### config.mk
export PLATFORM = sky130hd
export DESIGN_NAME = execute_result_queue
export DESIGN_NICKNAME = d
export VERILOG_FILES = /design/src/rtl/execute_result_queue_pkg.sv /design/src/rtl/execute_queue_ptr.sv /design/src/rtl/execute_result_queue.sv
export SDC_FILE = /design/constraint.sdc
export NUM_CORES = 1
export LEC_CHECK = 0
export BUFFER_PORTS_ARGS = -buffer_cell sky130_fd_sc_hd__buf_2
export CAP_MARGIN = 20
export CORE_AREA = 4 4 223 225
export DETAILED_ROUTE_END_ITERATION = 16
export DIE_AREA = 0 0 227 229
export HOLD_SLACK_MARGIN = 0.02
export PLACE_DENSITY = 0.68
export SETUP_SLACK_MARGIN = 0.02
export SLEW_MARGIN = 20
export SYNTH_ARGS = -nofsm -noshare
export SYNTH_HDL_FRONTEND = slang
export SYNTH_SLANG_ARGS = --single-unit
### constraint.sdc
create_clock -name clk -period 25.8 [get_ports clk]
set_input_delay 2.58 -clock clk [delete_from_list [all_inputs] [get_ports clk]]
set_output_delay 2.58 -clock clk [all_outputs]
set_load 0.01 [all_outputs]
### src/rtl/execute_result_queue_pkg.sv
// Shared types for the execute result queue: payload bundle and redirect classification.
package execute_result_queue_pkg;

  localparam int unsigned XlenDef  = 32;
  localparam int unsigned FlenDef  = 64;
  localparam int unsigned IlenDef  = 32;
  localparam int unsigned OpWDef   = 32;
  localparam int unsigned TrapWDef = 40;

  localparam int unsigned TRAP_VALID_BIT = 0;

  typedef struct packed {
    logic [XlenDef-1:0]  pc;
    logic [IlenDef-1:0]  insn;
    logic [OpWDef-1:0]   op;
    logic [XlenDef-1:0]  int_value;
    logic [FlenDef-1:0]  fp_value;
    logic                branch_taken;
    logic [XlenDef-1:0]  branch_target;
    logic [TrapWDef-1:0] trap_info;
    logic                trap_return;
  } exec_result_t;

  function automatic logic is_redirect(exec_result_t r);
    return r.branch_taken | r.trap_info[TRAP_VALID_BIT] | r.trap_return;
  endfunction

endpackage

### src/rtl/execute_queue_ptr.sv
// Read/write pointer pair with one extra wrap bit; derives full, empty and occupancy.
module execute_queue_ptr #(
  parameter int unsigned DEPTH = 2,
  localparam int unsigned PtrW = $clog2(DEPTH) + 1
) (
  input  logic            clk,
  input  logic            rstN,
  input  logic            i_clear,
  input  logic            i_push,
  input  logic            i_pop,
  output logic [PtrW-2:0] o_wr_idx,
  output logic [PtrW-2:0] o_rd_idx,
  output logic            o_full,
  output logic            o_empty,
  output logic [PtrW-1:0] o_count
);

  logic [PtrW-1:0] r_wr_ptr;
  logic [PtrW-1:0] r_rd_ptr;

  always_ff @(posedge clk or negedge rstN) begin
    if (!rstN) begin
      r_wr_ptr <= '0;
      r_rd_ptr <= '0;
    end else if (i_clear) begin
      r_wr_ptr <= '0;
      r_rd_ptr <= '0;
    end else begin
      if (i_push) r_wr_ptr <= r_wr_ptr + 1'b1;
      if (i_pop)  r_rd_ptr <= r_rd_ptr + 1'b1;
    end
  end

  assign o_wr_idx = r_wr_ptr[PtrW-2:0];
  assign o_rd_idx = r_rd_ptr[PtrW-2:0];
  assign o_empty  = (r_wr_ptr == r_rd_ptr);
  assign o_full   = (r_wr_ptr[PtrW-1] != r_rd_ptr[PtrW-1]) &&
                    (r_wr_ptr[PtrW-2:0] == r_rd_ptr[PtrW-2:0]);
  // Modulo-2*DEPTH difference is the occupancy directly.
  assign o_count  = r_wr_ptr - r_rd_ptr;

endmodule

### src/rtl/execute_result_queue.sv
// FIFO of execute results between execute and memory/writeback, with redirect pulse on retire
// of a branch-taken / trap / xRET entry and input kill while such an entry is in flight.
module execute_result_queue
  import execute_result_queue_pkg::*;
#(
  parameter int unsigned XLEN   = XlenDef,
  parameter int unsigned FLEN   = FlenDef,
  parameter int unsigned ILEN   = IlenDef,
  parameter int unsigned OP_W   = OpWDef,
  parameter int unsigned TRAP_W = TrapWDef,
  parameter int unsigned DEPTH  = 2
) (
  input  logic                   clk,
  input  logic                   rstN,
  input  logic                   flush,
  input  logic                   inValid,
  output logic                   inReady,
  input  logic [XLEN-1:0]        inPc,
  input  logic [ILEN-1:0]        inInsn,
  input  logic [OP_W-1:0]        inOp,
  input  logic [XLEN-1:0]        inIntValue,
  input  logic [FLEN-1:0]        inFpValue,
  input  logic                   inBranchTaken,
  input  logic [XLEN-1:0]        inBranchTarget,
  input  logic [TRAP_W-1:0]      inTrapInfo,
  input  logic                   inTrapReturn,
  output logic                   outValid,
  input  logic                   outReady,
  output logic [XLEN-1:0]        outPc,
  output logic [ILEN-1:0]        outInsn,
  output logic [OP_W-1:0]        outOp,
  output logic [XLEN-1:0]        outIntValue,
  output logic [FLEN-1:0]        outFpValue,
  output logic                   outBranchTaken,
  output logic [XLEN-1:0]        outBranchTarget,
  output logic [TRAP_W-1:0]      outTrapInfo,
  output logic                   outTrapReturn,
  output logic                   redirectValid,
  output logic [XLEN-1:0]        redirectTarget,
  output logic [$clog2(DEPTH):0] count
);

  localparam int unsigned IdxW = $clog2(DEPTH);

  exec_result_t r_entry [DEPTH];
  exec_result_t w_in;
  exec_result_t w_head;

  logic [IdxW-1:0] w_wr_idx;
  logic [IdxW-1:0] w_rd_idx;
  logic            w_full;
  logic            w_empty;
  logic            w_push;
  logic            w_pop;
  logic            w_redirect_fire;
  logic            w_pending_d;
  logic            r_redirect_pending;
  logic            r_redirect_valid;
  logic [XLEN-1:0] r_redirect_target;

  assign w_in.pc            = inPc;
  assign w_in.insn          = inInsn;
  assign w_in.op            = inOp;
  assign w_in.int_value     = inIntValue;
  assign w_in.fp_value      = inFpValue;
  assign w_in.branch_taken  = inBranchTaken;
  assign w_in.branch_target = inBranchTarget;
  assign w_in.trap_info     = inTrapInfo;
  assign w_in.trap_return   = inTrapReturn;

  assign inReady  = !w_full && !r_redirect_pending;
  assign outValid = !w_empty;
  assign w_push   = inValid && inReady && !flush;
  assign w_pop    = outValid && outReady && !flush;

  execute_queue_ptr #(
    .DEPTH (DEPTH)
  ) u_ptr (
    .clk      (clk),
    .rstN     (rstN),
    .i_clear  (flush),
    .i_push   (w_push),
    .i_pop    (w_pop),
    .o_wr_idx (w_wr_idx),
    .o_rd_idx (w_rd_idx),
    .o_full   (w_full),
    .o_empty  (w_empty),
    .o_count  (count)
  );

  always_ff @(posedge clk) begin
    if (w_push) r_entry[w_wr_idx] <= w_in;
  end

  assign w_head          = r_entry[w_rd_idx];
  assign outPc           = w_head.pc;
  assign outInsn         = w_head.insn;
  assign outOp           = w_head.op;
  assign outIntValue     = w_head.int_value;
  assign outFpValue      = w_head.fp_value;
  assign outBranchTaken  = w_head.branch_taken;
  assign outBranchTarget = w_head.branch_target;
  assign outTrapInfo     = w_head.trap_info;
  assign outTrapReturn   = w_head.trap_return;

  assign w_redirect_fire = w_pop && is_redirect(w_head);

  // A redirecting entry is always the youngest in the queue, so its dequeue ends the kill window.
  always_comb begin
    w_pending_d = r_redirect_pending;
    if (flush) begin
      w_pending_d = 1'b0;
    end else if (w_push && is_redirect(w_in)) begin
      w_pending_d = 1'b1;
    end else if (w_redirect_fire) begin
      w_pending_d = 1'b0;
    end
  end

  always_ff @(posedge clk or negedge rstN) begin
    if (!rstN) begin
      r_redirect_pending <= 1'b0;
      r_redirect_valid   <= 1'b0;
      r_redirect_target  <= '0;
    end else begin
      r_redirect_pending <= w_pending_d;
      r_redirect_valid   <= w_redirect_fire;
      // Traps and xRET report 0; the CSR unit supplies the real vector.
      if (w_redirect_fire && w_head.branch_taken && !w_head.trap_info[TRAP_VALID_BIT] &&
          !w_head.trap_return) begin
        r_redirect_target <= w_head.branch_target;
      end else begin
        r_redirect_target <= '0;
      end
    end
  end

  assign redirectValid  = r_redirect_valid;
  assign redirectTarget = r_redirect_target;

endmodule

# Yosys cells after proc, flatten, opt, wreduce, memory -nomap -nowiden
# Memories as Yosys holds them, arrays and structs flattened.
# Cells that the tools add are included.
# word_totals
ff_bits	38
input_bits	271
word_cells	46
n_memories	1
ramBits	532
out_inout_bits	303
# mem_list
memory	words	word_bits	read_ports	rd_ports_with_merged_regs	write_ports	line	rtl
r_entry	2	266	1	0	1	execute_result_queue.sv:45	exec_result_t r_entry [DEPTH];
# classes
add_sub_neg	3
eq_ne	3
n_bitwise	4
mux	10
n_reduce_logical	20
# ops
cell	n
$mux 32	1
$logic_and 1x1->1	11
$mux 2	4
$logic_not 1->1	6
$mux 1	5
$add 2x1->2 const B	2
$or 1x1->1	4
$reduce_bool 2->1	2
$reduce_bool 3->1	1
$eq 2x2->1	1
$sub 2x2->2	1
$eq 1x1->1	1
$ne 1x1->1	1

# Logic depth before layout (Yosys ltp)
# Gate-level depths: netlist of the first run.
# depth
depth_word	9
mapped_depth	7
depth_no_buf	6

# Modules after synthesis
# Synthesis of the first run repeated with hierarchy kept, for this count alone.
# hier_totals
hier_cells	935
hier_area_um2	21431.8
# modules_own_cells
mod	seq_area_each_um2	cells_per_inst	area_each_um2	instances
execute_result_queue	16826.1	914	21206.6	1
execute_queue_ptr	100.1	21	225.2	1

# Least setup slack after synthesis of the first run
# Ideal clock, no wire load.
# synth_timing
kind	input to register
startpoint	in flush
endpoint	mem r_entry[1][0] in the netlist's numbering, enable pin
arrival_ps	20705
t_required_ps	24578
path_buffers	1
setup_ps	1222
slack_ps	3873
path_stages	2
cell_sequence	clkbuf_1 -> nor3_1
# synth_via
elab_chain_len	4
# synth_lines
element	line	rtl
start: declaration	execute_result_queue.sv:15	input logic flush,
$logic_not 1->1	execute_result_queue.sv:73	assign w_push = inValid && inReady && !flush;
$logic_and 1x1->1	execute_result_queue.sv:73	
$mux 1	execute_result_queue.sv:92	if (w_push) r_entry[w_wr_idx] <= w_in;
$mux 1 (not written as such)	execute_result_queue.sv:92	
end: declaration	execute_result_queue.sv:45	
# Every way passes these cells.

# Final worst setup path of the first run
# layout_timing
startpoint	reg u_ptr.r_rd_ptr[0]
endpoint	out outFpValue[55]
# layout_via
elab_chain_len	1
# layout_lines
element	line	rtl
start: declaration	execute_queue_ptr.sv:19	logic [PtrW-1:0] r_rd_ptr;
start signal: assignment	execute_queue_ptr.sv:30	if (i_pop) r_rd_ptr <= r_rd_ptr + 1'b1;
$mem_v2 2x266	n/a	
end: declaration	execute_result_queue.sv:33	output logic [FLEN-1:0] outFpValue,
# Every way passes these cells.

==> results_dict.tcl, run 1 <==
set metrics [dict create \
    mostFrequentLayoutCells "buf_2 (573), edfxtp_1 (532), mux2_2 (266), clkbuf_16 (59), dfrtp_1 (37)" \
    yosysTopAreaCellShare_pct 77.6 \
    worst_slew_pin_slew_ps 1100 \
    fp.dieH_um 229 \
    crit_arrival_ps 3180 \
    power_density_mw_per_mm2 97.6 \
    finalSetupViolCount 0 \
    h-tree-depth 2 \
    holdPathEnd "r_redirect_pending" \
    synth_seq_cells 570 \
    final_nets 1812 \
    yosysWarnings 0 \
    grt_overflow_total 0 \
    hold_viol_final 0 \
    hpwl_um 33600 \
    p_comb_share_pct 24.5 \
    grt_max_degree 139 \
    routed_wl_um 48500 \
    firstDrtPassIters 4 \
    slew_viol_final 0 \
    fillers 3747 \
    syn_inst 934 \
    startpoint_type "register" \
    cts_buffers 55 \
    slew-limit-headroom_pct 27.0 \
    syn_avg_cell_area_um2 22.0 \
    cts_tree "yes" \
    switchingPower_w 0.000689 \
    drv_cap 0 \
    synth_nets 1206 \
    hold_class "reg2reg" \
    io_pins 574 \
    seqPwrFrac_pct 45.7 \
    drtIter0Drc 508 \
    fp.coreArea_mm2 0.0475 \
    timing.rr.start "u_ptr.r_rd_ptr[0]" \
    crit_chain "buf_12 -> mux2_2 -> buf_2" \
    gp_routability_congestion 0.824 \
    grt_pass1_vias 11500 \
    clockPowerShare_pct 29.9 \
    cp.required_ps 23220 \
    clkTransAtPathRegs_ps 60 \
    drive_gt1_share_pct 60.6 \
    grt_use_total_pct 17.8 \
    hold_depth 2 \
    tns_ps 0 \
    cts_setup_buffers 0 \
    fmax_mhz 174 \
    synth_edf_count 532 \
    syn-cell-area_mm2 0.0206 \
    multi_input_area_mm2 0.00348 \
    switching_share_pct 27.3 \
    synthTopCellsByArea "edfxtp_1 (78%), mux2_2 (15%), dfrtp_1 (4.6%)" \
    grt_pass1_wl_um 69400 \
    syn2layout_area_growth_pct 25.8 \
    slowest_delay_ps 1120 \
    clockRootBuffer "clkbuf_16" \
    clk_path_buf_depth 3 \
    row_count 80 \
    p_leak_nw 9.72 \
    fin_crit_sh_pct 22.3 \
    ys_types 28 \
    synth_area_leader_cell "edfxtp_1" \
    remaining_drc_errors 0 \
    start_util_pct 43.3 \
    hp-start "r_redirect_pending" \
    postSynth.topFlopCell "edfxtp_1" \
    seq_area_frac_synth_pct 82.2 \
    skew_ps 18.8 \
    rsz0062_at_grt "false" \
    crit_path_end_kind "output pin" \
    cpMaxStageDelayCell "dfrtp_4" \
    clk-insertion-delay-late_ps 580 \
    ir_worst_vdd_mv 0.0769 \
    die-area_mm2 0.0520 \
    antenna_left 0 \
    crit_family "flip-flops" \
    regArea_mm2 0.0169 \
    hold_ws_ps 594 \
    viasPerCell 4.94 \
    cts_resized 0 \
    timing.rr.end "r_entry[0][130]" \
    via_count 10900 \
    rr_worst_depth 7 \
    path_buf_inv 2 \
    cp_max_fo 138 \
    die_x_um 227 \
    ctsHoldBuffers 0 \
    r2r_slack_ps 20900 \
    layout_commonest_cell "buf_2" \
    power.internal_w 0.00184 \
    post_drt_wl_per_cell_um 22.0 \
    outcome "completed" \
    min_period_ps 5760 \
    cts_sinks 570 \
    io_buffers 573 \
    worstSetupPathType "reg2out" \
    antenna_found_initial 20 \
    async_flop_share_pct 6.67 \
]
power groups by stage:
stage	Combinational, W	Sequential (W)	Clock [W]
after floorplan	0.000392	0.00120	0
after global placement	0.000621	0.00117	0
after detailed placement	0.000626	0.00117	0
after CTS	0.000629	0.00115	0.000779
after global routing	0.000659	0.00116	0.000820
final	0.000618	0.00115	0.000755
Yosys cell counts (all sizes together) (2+ instances only):
| library cell | number |
|---|---|
| dfrtp | 38 |
| mux2 | 266 |
| clkbuf | 16 |
| xnor2 | 4 |
| buf | 18 |
| nor2b | 32 |
| nor2 | 4 |
| xor2 | 2 |
| edfxtp | 532 |
| nor3 | 3 |
| inv | 4 |
| a21oi | 3 |
worst max path at each step:
| stage | from | endpoint | slack (ps) | cells past startpoint |
|---|---|---|---|---|
| after floorplan | flush | r_entry[1][0] | 3870 | 2 |
| after global placement | u_ptr.r_rd_ptr[0] | count[0] | 20600 | 4 |
| after detailed placement | u_ptr.r_rd_ptr[0] | count[0] | 20560 | 4 |
| after CTS | u_ptr.r_rd_ptr[0] | count[0] | 19940 | 4 |
| after global routing | u_ptr.r_rd_ptr[0] | outIntValue[8] | 19900 | 3 |
| final | u_ptr.r_rd_ptr[0] | outFpValue[55] | 20040 | 3 |
logic make-up (layout without fill, tap and decap cells):
family | after synthesis | count (layout) | synth area share, %
other | 0 | 11 | 0
muxes | 266 | 266 | 14.6
adders and majority gates | 1 | 1 | 0.0608
DFF | 570 | 570 | 82.2
buffers and inverters | 38 | 685 | 0.906
and+or+nand+nor | 43 | 43 | 1.63
AOI/OAI and AO/OA | 10 | 10 | 0.347
xor gates and xnor gates | 6 | 6 | 0.255
area by class of cell:
class / count / area share, %
diodes: 11 / 0.106
flip-flops and latches: 570 / 65.4
well taps: 615 / 2.97
clock buffers: 81 / 6.22
clock inverters: 17 / 0.406
multi-input cells: 326 / 13.4
inverters: 4 / 0.0580
repair buffers: 583 / 11.4
sequential cells by signal, summed over array words and instances, names as in the netlist:
| name | count |
|---|---|
| redirectTarget | 32 |
| u_ptr.r_wr_ptr | 2 |
| r_entry | 532 |
| u_ptr.r_rd_ptr | 2 |
| redirectValid | 1 |
| r_redirect_pending | 1 |
worst reg2reg max path, delay by kind of cell, from the launching register on:
family / cells / cell delay, ps
flip-flops: 1 / 1120
AND/OR/NAND/NOR: 1 / 200
AO/OA/AOI/OAI: 1 / 220
adder cells (fa/ha/maj): 1 / 510
buffers and inverters: 4 / 2340
per-stage QoR:
step / utilization [%] / instances / area, um^2 / setup WS (ps) / total power, W
2_1_floorplan: - / 934 / 20600 / 3870 / 0.00160
3_3_place_gp: 50.8 / 2098 / 24100 / 20600 / 0.00179
3_5_place_dp: 50.8 / 2098 / 24100 / 20560 / 0.00180
4_1_cts: 54.4 / 2196 / 25900 / 19940 / 0.00256
5_1_grt: 54.4 / 2205 / 25900 / 19900 / 0.00264
6_report: 54.4 / 2207 / 25900 / 20040 / 0.00253
layer usage:
metal	part of all wire [%]	global-route usage [%]	wire length (um)
met5	0.21	0	100
met4	3.7	7.51	1810
met3	7.5	5.33	3630
met2	51	30.7	24900
met1	37	20.6	18000
No activity file was read; power rests on OpenSTA's default activity.
==> run 2, diff against run 1 <==
- ABC_AREA: default -> 1
- PLACE_DENSITY: 0.68 -> 0.72
- clock period: 25.8 -> 5.25 ns (I/O delays scaled with it)
==> run 2 against run 1 <==
Effect of this change: global-route usage rose by 0.78 points; critical path depth increased by 2; final cell count increased by 25%; area after synthesis is 2.1% higher; combinational power rose to 6.2 times the previous value; via count is 22% higher; hold slack got worse by 510 ps; highest routed layer unchanged; die area stayed put; sequential power grew to 5.0 times the previous value; power grew to 5.4 times the previous value.
==> results_dict.tcl, run 2 <==
set metrics [dict create \
    ctsHoldBuffers 0 \
    hold_class "in2async" \
    finalSetupViolCount 0 \
    grt_max_degree 169 \
    grt.busiest_layer "met2" \
    synth_mux_area_share_pct 0 \
    outcome "completed" \
    async_flop_share_pct 6.67 \
    hpwl_um 33400 \
    use_met1_pct 21.5 \
    io_pins 574 \
    cts_buffers 57 \
    final_area_mm2 0.0264 \
    cp_max_fo 73 \
    tns_ps 0 \
    crit_arrival_ps 3250 \
    min_period_ps 3770 \
    timing.rr.start "u_ptr.r_rd_ptr[0]" \
    remaining_drc_errors 0 \
    cts_setup_buffers 0 \
    synth_top_family_by_area "simple AND/OR/NAND/NOR gates" \
    yosysTopAreaCellShare_pct 76.1 \
    synth_commonest_cells "nand2_1 (712), edfxtp_1 (532), inv_1 (46)" \
    synth_most_common_cell "nand2_1" \
    startpoint_type "register" \
    synth_edf_count 532 \
    fmax_mhz 265 \
    synth-adder-area-share_pct 0.0596 \
    grt_pass1_wl_um 74900 \
    fp.coreArea_mm2 0.0475 \
    r2r_slack_ps 2480 \
    crit_chain "buf_4 -> buf_4 -> nand2_1 -> nand2_1 -> buf_2" \
    fp.dieH_um 229 \
    cts_resized 0 \
    synth_xor_area_share_pct 0.125 \
    synthSimpleGateAreaFrac_pct 15.5 \
    postSynth.topFlopCell "edfxtp_1" \
    skew_ps 11.2 \
    yosysWarnings 0 \
    ir_worst_vdd_mv 0.396 \
    syn_avg_cell_area_um2 13.9 \
    drive_gt1_share_pct 34.8 \
    largest_register_ffs 532 \
    timing.rr.end "r_entry[0][99]" \
    cts_sinks 570 \
    slowest_delay_ps 740 \
    layout_commonest_cell "nand2_1" \
    slew_viol_final 0 \
    synth-compound-area-share_pct 0.977 \
    cts_tree "yes" \
    viasPerCell 4.81 \
    die_x_um 227 \
    grt_overflow_total 0 \
    rsz0062_at_grt "false" \
    p_leak_nw 11.2 \
    row_count 80 \
    worstSetupPathType "reg2out" \
    final_nets 2366 \
    ys_types 26 \
    drv_cap 0 \
    cpMaxStageDelayCell "buf_4" \
    fin_crit_sh_pct 71.9 \
    rr_worst_depth 7 \
    h-tree-depth 2 \
    die-area_mm2 0.0520 \
    clkTransAtPathRegs_ps 60 \
    synth_seq_cells 570 \
    syn_inst 1516 \
    syn2layout_area_growth_pct 25.5 \
    crit_path_end_kind "output pin" \
    grtUsageMet2_pct 32.4 \
    antenna_found_initial 19 \
    power_density_mw_per_mm2 514 \
    syn-cell-area_mm2 0.0210 \
    clk-insertion-delay-late_ps 590 \
    worst_slew_pin_slew_ps 1080 \
    io_buffers 573 \
    synthTopCellsByArea "edfxtp_1 (76%), nand2_1 (13%), dfrtp_1 (4.5%)" \
    crit_family "buffers and inverters" \
    cp.required_ps 4720 \
    path_buf_inv 3 \
    antenna_left 0 \
    use_met3_pct 5.87 \
    start_util_pct 44.2 \
    grt_use_total_pct 18.5 \
    finish.utilization_pct 55.4 \
    mostFrequentLayoutCells "nand2_1 (712), buf_2 (573), edfxtp_1 (532), clkbuf_16 (59), inv_1 (44)" \
    clk_path_buf_depth 3 \
    drtIter0Drc 695 \
    firstDrtPassIters 5 \
    largest_register "r_entry" \
    placed_area_mm2 0.0244 \
    slew-limit-headroom_pct 27.8 \
    routed_wl_um 50300 \
    clockRootBuffer "clkbuf_16" \
    synth_nets 1788 \
    seq_area_frac_synth_pct 80.6 \
    via_count 13300 \
    hold_viol_final 0 \
    post_drt_wl_per_cell_um 18.2 \
    synth_area_leader_cell "edfxtp_1" \
    grt_pass1_vias 13300 \
    gp_routability_congestion 0.867 \
]
[run 2: changes by cell type after synthesis, sizes merged, moves of 36 or more]
cell,previous run,this run
buf,18,54
o21ai,1,38
inv,4,48
mux2,266,0
nand2,1,712
[run 2: how the worst max path moves through the flow]
| stage | startpoint | end | slack (ps) | cells past startpoint |
|---|---|---|---|---|
| finish | u_ptr.r_rd_ptr[0] | outTrapInfo[38] | 1480 | 5 |
| global route | u_ptr.r_rd_ptr[0] | outBranchTarget[24] | 1230 | 6 |
| CTS | u_ptr.r_rd_ptr[0] | outBranchTarget[29] | 1390 | 6 |
| detailed placement | u_ptr.r_rd_ptr[0] | outBranchTarget[29] | 2040 | 6 |
| global placement | u_ptr.r_rd_ptr[0] | outBranchTarget[24] | 2040 | 6 |
| floorplan | u_ptr.r_wr_ptr[0] | r_entry[1][0] | -2410 | 5 |
[run 2: worst reg2reg max path, stage by stage, from the launching register on]
cell and delay [ps]:
dfrtp_4 660, ha_4 290, nand3_4 70, nand3_4 100, nor2_1 140, nand2_1 120, clkinvlp_4 270, buf_12 540
[run 2: cells by family (layout without fill, tap and decap cells)]
kind of cell | after synthesis | in the layout
other | 0 | 11
flip-flops | 570 | 570
XOR/XNOR | 3 | 3
adder cells (fa/ha/maj) | 1 | 1
buffers and inverters | 113 | 735
AND/OR/NAND/NOR | 791 | 791
AO/OA/AOI/OAI | 38 | 38
[run 2: per-layer routing]
layer	wire, um	vias up
li1	-	6312
met1	18600	6404
met2	26000	462
met3	4050	100
met4	1540	16
met5	107	-
[run 2: final cells by class]
class	instances	area, um^2
multi-input combinational	833	3560
timing repair buffer	584	3030
clock buffer	66	1500
sequential	570	16900
antenna	11	27.5
fill	3820	21200
tap	615	769
clock inverter	37	349
inverter	48	191
[run 2: per-stage QoR]
step / std cells / setup slack, ps / hold slack [ps] / total power [W]
final: 2764 / 1480 / 84.2 / 0.0135
after global routing: 2761 / 1230 / 76.5 / 0.0143
after CTS: 2751 / 1390 / 65.2 / 0.0137
after detailed placement: 2648 / 2040 / 566 / 0.00969
after global placement: 2648 / 2040 / 563 / 0.00963
after floorplan: 1516 / -2410 / 229 / 0.00814
[run 2: power breakdown]
part	switching, W	internal (W)
registers	0.000152	0.00558
logic	0.00261	0.00121
clock network	0.00164	0.00234
total	0.00440	0.00914
==> run 3, diff against run 2 <==
- clock period: 5.25 -> 3.4 ns (I/O delays scaled with it)
==> run 3 against run 2 <==
Effect of this change: die area unchanged; largest cell class unchanged; first-iteration DRC count increased by 42%; sequential share of layout area shrank 5.8 points; via count rose by 14%; clock-buffer cell count up 9; largest power group unchanged; clock skew is 2.9 ps higher; critical endpoint is now outBranchTarget[28]; setup slack got worse by 1300 ps; highest routed layer is now met4; design area increased by 9.9%; hold slack got worse by 35 ps; register-to-register slack worse by 1600 ps; critical path depth unchanged.
==> results_dict.tcl, run 3 (synthesis gave the netlist of run 2 again) <==
set metrics [dict create \
    fmax_mhz 315 \
    drtIter0Drc 989 \
    largest_register "r_entry" \
    cp.required_ps 3060 \
    startpoint_type "register" \
    die-area_mm2 0.0520 \
    cp_max_fo 80 \
    cts_buffers 56 \
    drive_gt1_share_pct 31.1 \
    min_period_ps 3180 \
    tns_ps 0 \
    syn2layout_area_growth_pct 37.9 \
    io_buffers 573 \
    hold_viol_final 0 \
    fp.coreArea_mm2 0.0475 \
    worstSetupPathType "reg2out" \
    final_nets 2646 \
    slew_viol_final 0 \
    p_leak_nw 12.3 \
    remaining_drc_errors 0 \
    mostFrequentLayoutCells "nand2_1 (712), buf_2 (573), edfxtp_1 (532), dlygate4sd3_1 (265), clkbuf_16 (58)" \
    cts_tree "yes" \
    clk_path_buf_depth 3 \
    die_x_um 227 \
    grt_use_total_pct 22.1 \
    fin_crit_sh_pct 93.4 \
    drv_cap 0 \
    cts_sinks 570 \
    grt_pass1_wl_um 89000 \
    worst_slew_pin_slew_ps 931 \
    finalSetupViolCount 0 \
    skew_ps 14.2 \
    r2r_slack_ps 880 \
    fp.dieH_um 229 \
    grt_pass1_vias 15800 \
    antenna_found_initial 7 \
    viasPerCell 4.97 \
    grt_max_degree 132 \
    slew-limit-headroom_pct 37.9 \
    clockRootBuffer "clkbuf_16" \
    post_drt_wl_per_cell_um 19.5 \
    clk-insertion-delay-late_ps 590 \
    rsz0062_at_grt "false" \
    row_count 80 \
    crit_arrival_ps 2840 \
    gp_routability_congestion 0.913 \
    start_util_pct 44.2 \
    grt_overflow_total 0 \
    power_density_mw_per_mm2 727 \
    layout_commonest_cell "nand2_1" \
    clkTransAtPathRegs_ps 60 \
    crit_path_end_kind "output pin" \
    outcome "completed" \
    ir_worst_vdd_mv 0.558 \
    io_pins 574 \
    firstDrtPassIters 5 \
    finish.utilization_pct 60.9 \
    cts_setup_buffers 0 \
    place_ws_ps 783 \
    layout_setup_ws_ps 225 \
    antenna_left 0 \
    h-tree-depth 2 \
    routed_wl_um 59300 \
    largest_register_ffs 532 \
    hpwl_um 37100 \
    hold_class "in2reg" \
    via_count 15100 \
]
-- run 3: changes by cell type in the layout (fill, tap and decap cells not counted), moves of 3 or more --
cell,delta
buf_4,+14
bufinv_16,-5
clkbuf_1,+9
clkinv_1,-4
diode_2,-3
dlygate4sd3_1,+265
inv_6,-3
-- run 3: repair_timing --
action / CTS / global route
gates resized for setup: 0 / 1
hold endpoints to repair: 566 / 0
hold buffers: 265 / 0
setup endpoints to repair: 0 / 51
-- run 3: worst paths after layout --
| check | startpoint | endpoint | cells after the start |
|---|---|---|---|
| min in group asynchronous | rstN | redirectTarget[17] | 2 |
| worst min register to register | u_ptr.r_wr_ptr[0] | u_ptr.r_wr_ptr[0] | 2 |
| worst max register to register | u_ptr.r_rd_ptr[0] | r_entry[0][209] | 7 |
| max in group asynchronous | rstN | u_ptr.r_rd_ptr[0] | 2 |
| worst max-delay path | u_ptr.r_rd_ptr[0] | outBranchTarget[28] | 5 |
| worst min-delay path | inOp[30] | r_entry[1][200] | 1 |
-- run 3: area by class of cell --
cell class | count | area, um^2
Inverter | 48 | 191
Fill cell | 3383 | 18600
Sequential cell | 570 | 16900
Antenna cell | 8 | 20.0
Multi-Input combinational cell | 833 | 3560
Clock inverter | 25 | 160
Tap cell | 615 | 769
Timing Repair Buffer | 865 | 5810
Clock buffer | 75 | 1530
-- run 3: metal layers --
metal	vias to the layer above	wire (um)	part of all wire [%]	global-route usage [%]
met5	-	0	0	0
met4	0	2600	4.4	9.36
met3	166	4510	7.6	5.34
met2	763	30800	52	39.2
met1	7300	21400	36	25.4
li1	6869	-	-	-
-- run 3: report_power, final --
part / internal [W] / switching, W / total, W
logic: 0.00213 / 0.00436 / 0.00649
clock network: 0.00322 / 0.00252 / 0.00574
registers: 0.00861 / 0.000222 / 0.00883
total: 0.0140 / 0.00711 / 0.0211
-- run 3: through the flow --
step / total power, W / std cells / instance area, um^2 / hold WS [ps]
after global placement: 0.0150 / 2666 / 24600 / 501
after detailed placement: 0.0151 / 2666 / 24600 / 527
after CTS: 0.0211 / 3031 / 28900 / 38.6
final: 0.0211 / 3039 / 29000 / 49.3
after floorplan: 0.0126 / 1516 / 21100 / 44.4
after global routing: 0.0221 / 3037 / 29000 / 45.0
-- run 3: worst max-delay path, cell delays in order, from the launching register on --
cell and delay [ps]:
dfrtp_4 480, buf_4 480, buf_4 740, o21ai_1 230
inv_1 100, buf_2 140
